--- src/rtl/fft_sink_framer.sv ---
// Pops samples from the MCLK-domain sample FIFO into a 2-entry skid buffer and
// emits them to the FFT sink as fixed-length Avalon-ST packets.
module fft_sink_framer #(
    parameter int SAMPLE_LENGTH = 24,
    parameter int FFT_POINTS    = 1024
) (
    input  logic                     MCLK,
    input  logic                     RESET,
    input  logic                     enable,
    input  logic [SAMPLE_LENGTH-1:0] fifo_data,
    input  logic                     fifo_empty,
    output logic                     fifo_rd_en,
    input  logic                     sink_ready,
    output logic                     sink_valid,
    output logic                     sink_sop,
    output logic                     sink_eop,
    output logic [SAMPLE_LENGTH-1:0] sink_real,
    output logic [SAMPLE_LENGTH-1:0] sink_imag,
    output logic [15:0]              frame_count,
    output logic                     busy
);

    localparam int IDX_W = $clog2(FFT_POINTS);

    typedef enum logic [1:0] {IDLE, RUN, DRAIN} state_t;

    state_t                   r_state;
    logic [1:0]               r_occ;
    logic                     r_pending;
    logic                     r_head;
    logic [SAMPLE_LENGTH-1:0] r_buf [2];
    logic [IDX_W-1:0]         r_rd_idx;
    logic [IDX_W-1:0]         r_out_idx;
    logic                     r_frame_rd;
    logic [15:0]              r_frame_count;

    logic w_stop;
    logic w_rd;
    logic w_xfer;
    logic w_valid;

    // Stopping is only allowed once this run has issued reads and rd_idx is back
    // on a frame boundary; the read is suppressed in that same cycle so no sample
    // of a new frame is ever popped.
    assign w_stop  = (r_state == RUN) & ~enable & r_frame_rd & (r_rd_idx == '0);
    assign w_rd    = (r_state == RUN) & ~w_stop & ~fifo_empty &
                     ((r_occ + {1'b0, r_pending}) < 2'd2);
    assign w_valid = (r_occ != 2'd0);
    assign w_xfer  = w_valid & sink_ready;

    assign fifo_rd_en  = w_rd;
    assign sink_valid  = w_valid;
    assign sink_real   = r_buf[r_head];
    assign sink_imag   = '0;
    assign sink_sop    = w_valid & (r_out_idx == '0);
    assign sink_eop    = w_valid & (r_out_idx == IDX_W'(FFT_POINTS - 1));
    assign frame_count = r_frame_count;
    assign busy        = (r_state != IDLE);

    always_ff @(posedge MCLK or negedge RESET) begin
        if (!RESET) begin
            r_state       <= IDLE;
            r_occ         <= '0;
            r_pending     <= 1'b0;
            r_head        <= 1'b0;
            r_buf[0]      <= '0;
            r_buf[1]      <= '0;
            r_rd_idx      <= '0;
            r_out_idx     <= '0;
            r_frame_rd    <= 1'b0;
            r_frame_count <= '0;
        end else begin
            r_pending <= w_rd;
            if (w_rd)
                r_rd_idx <= r_rd_idx + IDX_W'(1);

            // Write slot is head+occ; occ<=1 whenever data lands, so bit 0 suffices.
            if (r_pending)
                r_buf[r_head ^ r_occ[0]] <= fifo_data;
            if (w_xfer)
                r_head <= ~r_head;

            case ({r_pending, w_xfer})
                2'b10:   r_occ <= r_occ + 2'd1;
                2'b01:   r_occ <= r_occ - 2'd1;
                default: r_occ <= r_occ;
            endcase

            if (w_xfer) begin
                r_out_idx <= r_out_idx + IDX_W'(1);
                if (sink_eop)
                    r_frame_count <= r_frame_count + 16'd1;
            end

            case (r_state)
                IDLE: begin
                    r_frame_rd <= 1'b0;
                    if (enable)
                        r_state <= RUN;
                end
                RUN: begin
                    if (w_rd)
                        r_frame_rd <= 1'b1;
                    if (w_stop)
                        r_state <= DRAIN;
                end
                DRAIN: begin
                    r_frame_rd <= 1'b0;
                    if ((r_occ == 2'd0) && !r_pending)
                        r_state <= IDLE;
                end
                default: r_state <= IDLE;
            endcase
        end
    end

endmodule

--- config.mk ---
export PLATFORM = sky130hd
export DESIGN_NAME = fft_sink_framer
export DESIGN_NICKNAME = d
export VERILOG_FILES = /design/src/rtl/fft_sink_framer.sv
export SDC_FILE = /design/constraint.sdc
export NUM_CORES = 1
export LEC_CHECK = 0
export ABC_AREA = 1
export CAP_MARGIN = 15
export CELL_PAD_IN_SITES_DETAIL_PLACEMENT = 1
export CELL_PAD_IN_SITES_GLOBAL_PLACEMENT = 1
export CORE_ASPECT_RATIO = 1.75
export CORE_UTILIZATION = 34
export DETAILED_ROUTE_END_ITERATION = 6
export GPL_ROUTABILITY_DRIVEN = 1
export GPL_TIMING_DRIVEN = 0
export HOLD_SLACK_MARGIN = 0.12
export PLACE_DENSITY = 0.81
export SLEW_MARGIN = 20
export SYNTH_ARGS = -nofsm -noshare
export SYNTH_HDL_FRONTEND = slang
export SYNTH_SLANG_ARGS = --single-unit
--- constraint.sdc ---
create_clock -name MCLK -period 1.8 [get_ports MCLK]
set_clock_uncertainty 0.2 [all_clocks]
set_input_delay 0.27 -clock MCLK [delete_from_list [all_inputs] [get_ports MCLK]]
set_output_delay 0.27 -clock MCLK [all_outputs]
set_load 0.02 [all_outputs]
; Word-level counts from Yosys, hierarchy flattened
; Cells that the tools add are included.
[word_totals]
ff_bits = 91
inputBits = 29
out_inout_bits = 69
wordCells = 73
[classes]
add_sub_neg = 6
n_lt_le_gt_ge = 4
eq_ne = 9
n_mux = 13
bitwise_logic = 16
reduce_logical = 15
[op_table]
columns = operator, count
row1 = 24-bit 2-to-1 mux, 4
row2 = 48-bit bitwise mux, 1
row3 = 24-bit demux with 1-bit select, 1
row4 = 10-bit by 1-bit adder with 10-bit output (second input constant), 2
row5 = 10-bit zero test, 2
row6 = 16-bit by 1-bit adder with 16-bit output (second input constant), 1
row7 = 10-bit equality test (second input constant), 1
row8 = 1-bit AND, 9
row9 = 2-bit != test (second input constant), 4
row10 = 2-bit nonzero test, 4
row11 = 2-bit 2-to-1 mux, 3
row12 = 2-bit one-hot mux with 3 select lines, 1
row13 = 2-bit by 1-bit equality test with 1-bit output (second input constant), 2
row14 = 2-bit equality test (second input constant), 2
row15 = 2-bit greater-or-equal comparator (second input constant), 2
row16 = 2-bit zero test, 2
row17 = 1-bit inverter, 4
row18 = 1-bit inverter with 2-bit output, 2
row19 = 2-bit one-hot mux with 2 select lines, 1
row20 = 2-bit AND reduction, 2
row21 = 3-bit AND reduction, 1
row22 = 2-bit by 1-bit adder with 2-bit output, 1
row23 = 2-bit by 1-bit adder with 2-bit output (second input constant), 1
row24 = 1-bit logical AND, 2
row25 = 8 further kinds, 8

; Depth between registers and ports, before layout
[logic_depth]
word_depth = 10
ltp_mapped = 9
ltp_nobuf = 9

; Worst setup path after synthesis
; OpenSTA, ideal clock, no wires.
[synth_timing]
path_type = flip-flop to output port
start = register r_occ[0]
end = output sink_sop
arrival_time_ns = 1.373
required_ns = 1.330
path_slack_ns = -0.043
stages_incl_launch_ff = 6
n_path_buf = 1
path_cell_list = dfrtp_1 > buf_6 > inv_2 > nand2_2 > nand3_1 > nor4_1
[synth_via]
elab_chain_cells = 2
[synth_rtl]
columns = item, line
row1 = "start, declared", 28  ; logic [1:0] r_occ;
row2 = "start signal, assigned", 84  ; 2'b10: r_occ <= r_occ + 2'd1;
row3 = "start signal, assigned", 85  ; 2'b01: r_occ <= r_occ - 2'd1;
row4 = "start signal, assigned", 86  ; default: r_occ <= r_occ;
row5 = 2-bit nonzero test, 48  ; assign w_valid = (r_occ != 2'd0);
row6 = net sink_valid, 14  ; output logic sink_valid,
row7 = 1-bit AND, 55  ; assign sink_sop = w_valid & (r_out_idx == '0);
row8 = "end, declared", 15  ; output logic sink_sop,
; The timed path passes the listed nets, and every way through them passes these cells.

; Final worst setup path
[layout_timing]
start = register r_rd_idx[7]
end = output fifo_rd_en
[layout_via]
elab_chain_cells = 6
[layout_rtl]
columns = item, line
row1 = "start, declared", 32  ; logic [IDX_W-1:0] r_rd_idx;
row2 = "start signal, assigned", 75  ; r_rd_idx <= r_rd_idx + IDX_W'(1);
row3 = 10-bit zero test, 45  ; assign w_stop = (r_state == RUN) & ~enable & r_frame_rd & (r_rd_idx == '0);
row4 = 1-bit AND, 45
row5 = 1-bit inverter, 46  ; assign w_rd = (r_state == RUN) & ~w_stop & ~fifo_empty &
row6 = 1-bit AND (3 in series), 46
row7 = "end, declared", 12  ; output logic fifo_rd_en,
; Every way passes these cells.

==> impl_summary.md <==
STA
The number of pins exceeding their max-slew limit in the final report is 0. Setup repair after global routing could not meet its margin everywhere. Setup violations remaining at the end of the flow were counted as 49. The portion of the clock cycle consumed by the worst path in the final layout is 110.1%. Derived from the worst setup path, the maximum achievable clock frequency is 0.5046 GHz.

On the final layout, the worst hold slack is around 0.23 ns. The final critical delay including setup and external delays is 1.982 ns. The slew of the pin with the lowest slew margin is roughly 0.56 ns.

In this run the tightest slew margin relative to its limit is 62.76%. The number of hold-slack violations in the final timing report is 0. Setup slack on the critical path of the routed design comes to -0.1818 ns.

Clock tree
Buffers inserted during clock tree synthesis total 9. The maximum buffer depth of the clock tree is 2. TritonCTS built the clock tree. The clock slew at the register clock pins of the worst setup and hold paths is 0.07 ns. The later pin in the worst-skew pair is clocked with a latency of between 0.3 and 0.4 ns. The clock net in this run drives a total of just over 90 sinks. The root buffer cell chosen for the clock tree is clkbuf_16.

The H-tree depth is 3.

Worst setup path
In this run the critical register-to-register path is captured at r_occ[1]$_DFFE_PN0P_. The critical path is of the flop to output pin type. The worst setup slack for register-to-register paths is -0.06 ns. Of all nets on the critical path, the largest fanout is 5. The start point of the critical path is r_rd_idx[7]$_DFFE_PN0P_. At the worst endpoint, the arrival time is 1.51 ns.

In this run the critical register-to-register path is launched from r_occ[1]$_DFFE_PN0P_. The worst register-to-register path has a depth of 8. The type of element launching the critical path is a flop. The endpoint kind of the worst setup timing path is an output pin. The required time at the endpoint of the critical path is 1.33 ns.

Layout
Fill cells in the final layout number about 1600. The number of inserted diodes is 0. The finished layout holds just under 1000 standard cells, fillers aside. The area added between synthesis and finish is 56.92%.

The fraction of the core area covered by cells at the end of the flow is a little over half. Of the cells placed in the final design, the portion with a size suffix greater than 1 is 34.29%. For this run, the post-layout net count is between 800 and 900.

Detailed routing
The detailed-route DRC error count is 0. Dividing the detail-routed wire length by the instance count gives between 15 and 20 um. The count of nets left with antenna violations once routing finished came out at 0. The first TritonRoute pass finished after 4 iterations. Using the TritonRoute via totals, the vias-per-cell ratio works out to between 5 and 6. The detailed router's first-iteration violation count is roughly 160. Across all layers, the routed design uses 4920 vias. The aggregate routed wire length is 18.06 mm.

Die
From left edge to right edge, the die measures just over 90 um. The floorplan has between 50 and 60 rows. The area inside the core boundary is between 10000 and 15000 um2. The die covers 14870 um2. For this configuration, the core starts out at a cell density of 34.94%. The vertical die dimension is 160.6 um.

~100 I/O pins were placed.

Logic synthesis
The cell count after synthesis is 634. The prevailing post-synth register cell is dfrtp_1. Summing the sequential cell areas from Yosys gives 46.62% of the chip area. The post-synthesis async set-or-reset flop share is 100.0%. The synthesis warning total is 0.

The mean post-synth cell area is around 7.7 um2. The mapped cell area is 4885 um2. Synthesis instantiated 28 different standard cells from the library. After synthesis the netlist holds a flip-flop and latch count of between 90 and 100. In this run, synthesis inferred 0 flip-flops with an integrated enable.

Place
The number of port buffers is 73. Including well taps, the total number of placed cells is 908. Routability-driven placement finished with a final weighted congestion of between 0.8 and 0.9. The placed wire-length estimate after detailed placement is 10.33 mm.

GRT
Entering global routing, the biggest net connects ~50 pins. The number of global-route vias before repair is between 5000 and 6000. The total congestion overflow after global routing is 0. The number of antenna violations at the first check in global routing was 0. The wire length of the first global-routing pass is roughly 25 mm. The global-route usage over all layers is about a fifth.

Power
IR analysis of the VDD net gives a maximum drop of 0.6060 mV. In this run the static leakage power is 3.796 nW. Dividing total power by cell area gives a power density of ~1800 nW/um2.

Min path
The path class of the tightest hold or removal check is primary input to asynchronous set/reset pin.

Outcome
The run finished, with violations left. The checks that failed: setup timing.

Flow run
The tool flagged a number of max-cap violations equal to 0.
flip-flops by register name, summed over array words and instances, names as in the netlist:
register     cells
r_frame_rd       1
r_occ            2
frame_count     16
r_rd_idx        10
r_pending        1
r_head           1
r_buf           48
r_state          2
r_out_idx       10
synthesized netlist by cell type (3+ instances only):
library cell  instances  share of area, %
buf_4                26               4.0
o21ai_1              26               2.7
dfrtp_1              91                47
nand3_2               3              0.61
o21ai_0              36               3.7
nor2_2                4              0.51
xor2_1               16               2.9
nand2_2               4              0.51
clkbuf_1              5              0.38
ha_1                  6               1.5
nand4_1              12               1.5
nand3_1              49               5.0
buf_6                 4              0.92
inv_1                70               5.4
nor2_4                3              0.69
xnor2_1               6               1.1
nor2_1               33               2.5
buf_2                 9              0.92
nand2_1             219                17
report_power, final:
part / switching (W) / internal, W
clock: 0.000883 / 0.00118
combinational: 0.00436 / 0.00365
sequential: 0.000573 / 0.00279
total: 0.00582 / 0.00762
per-layer routing:
metal,global-route usage (%),share of wire (%),wire (um)
met5,0,0,0
met4,10.87,4.3,782
met3,3.693,4.0,722
met2,41.45,57,10340
met1,20.75,34,6210
placed cells by master (no fill, tap or decap), types with 6 or more instances in the layout:
master,synthesis,final
dfrtp_1,91,85
nand2_1,219,172
o21ai_4,0,15
buf_6,4,38
xnor2_1,6,6
nand3_2,3,6
nor2_4,3,11
nand3_1,49,45
dfrtp_2,0,6
xor2_1,16,16
dlygate4sd2_1,0,18
nand4_1,12,12
nand2_2,4,23
o21ai_1,26,13
o21ai_2,0,24
clkdlybuf4s50_1,0,26
clkbuf_16,0,14
buf_8,0,7
o21ai_0,36,10
inv_1,70,65
buf_4,26,62
conb_1,1,24
nor2_1,33,23
nand2_4,0,28
nor2_2,4,6
how the worst max path moves through the flow:
stage                                to  slack (ns)  cells after the start
2_1_floorplan   r_rd_idx[0]$_DFFE_PN0P_         0.1                      9
3_3_place_gp   r_out_idx[8]$_DFFE_PN0N_       -3.27                      1
3_5_place_dp                 fifo_rd_en       -0.76                      8
4_1_cts                      fifo_rd_en       -0.18                      8
5_1_grt                      fifo_rd_en       -0.26                      7
6_report                     fifo_rd_en       -0.18                      7
what timing repair did:
action	CTS	global route
setup endpoints to repair	59	92
cloned	2	6
setup buffers	22	23
hold buffers	1	0
endpoints found under the hold margin	91	0
pin swaps	14	34
resized for setup	269	197
worst max-delay path, stage by stage (launching register included):
cell      delay, ns
dfrtp_2        0.44
nor2_2         0.12
nand2_1        0.09
nor2_2         0.14
nand2_2        0.09
nand3_4        0.09
clkinv_4       0.07
buf_6          0.13
metrics by stage:
step	area (um2)	setup WS, ns	total power, W	setup TNS [ns]
3_3_place_gp	5929	-3.267	0.007613	-311.77
4_1_cts	6678	-0.1762	0.01097	-1.576
5_1_grt	7665	-0.2583	0.01409	-7.073
2_1_floorplan	4977	0.09659	0.006030	0
6_report	7665	-0.1818	0.01343	-3.181
3_5_place_dp	5958	-0.7581	0.007864	-17.28
layout make-up:
cell class | instances | area (um2) | share of cell area [%]
repair buffers | 126 | 1310 | 17.09
clock inverters | 5 | 67.56 | 0.8815
clock buffers | 11 | 252.7 | 3.297
well taps | 177 | 221.5 | 2.889
inverters | 73 | 286.5 | 3.738
multi-input cells | 450 | 2813 | 36.70
flip-flops and latches | 91 | 2285 | 29.81
plain buffers | 43 | 429.2 | 5.599
cell families after synthesis:
kind of cell,synth area share [%]
AOI/OAI and AO/OA,6.685
xor gates and xnor gates,4.508
adders and majority gates,1.537
buffers and inverters,11.83
DFF,46.62
other,0.07677
and+or+nand+nor,28.74
Power figures use the tool's default switching activity.
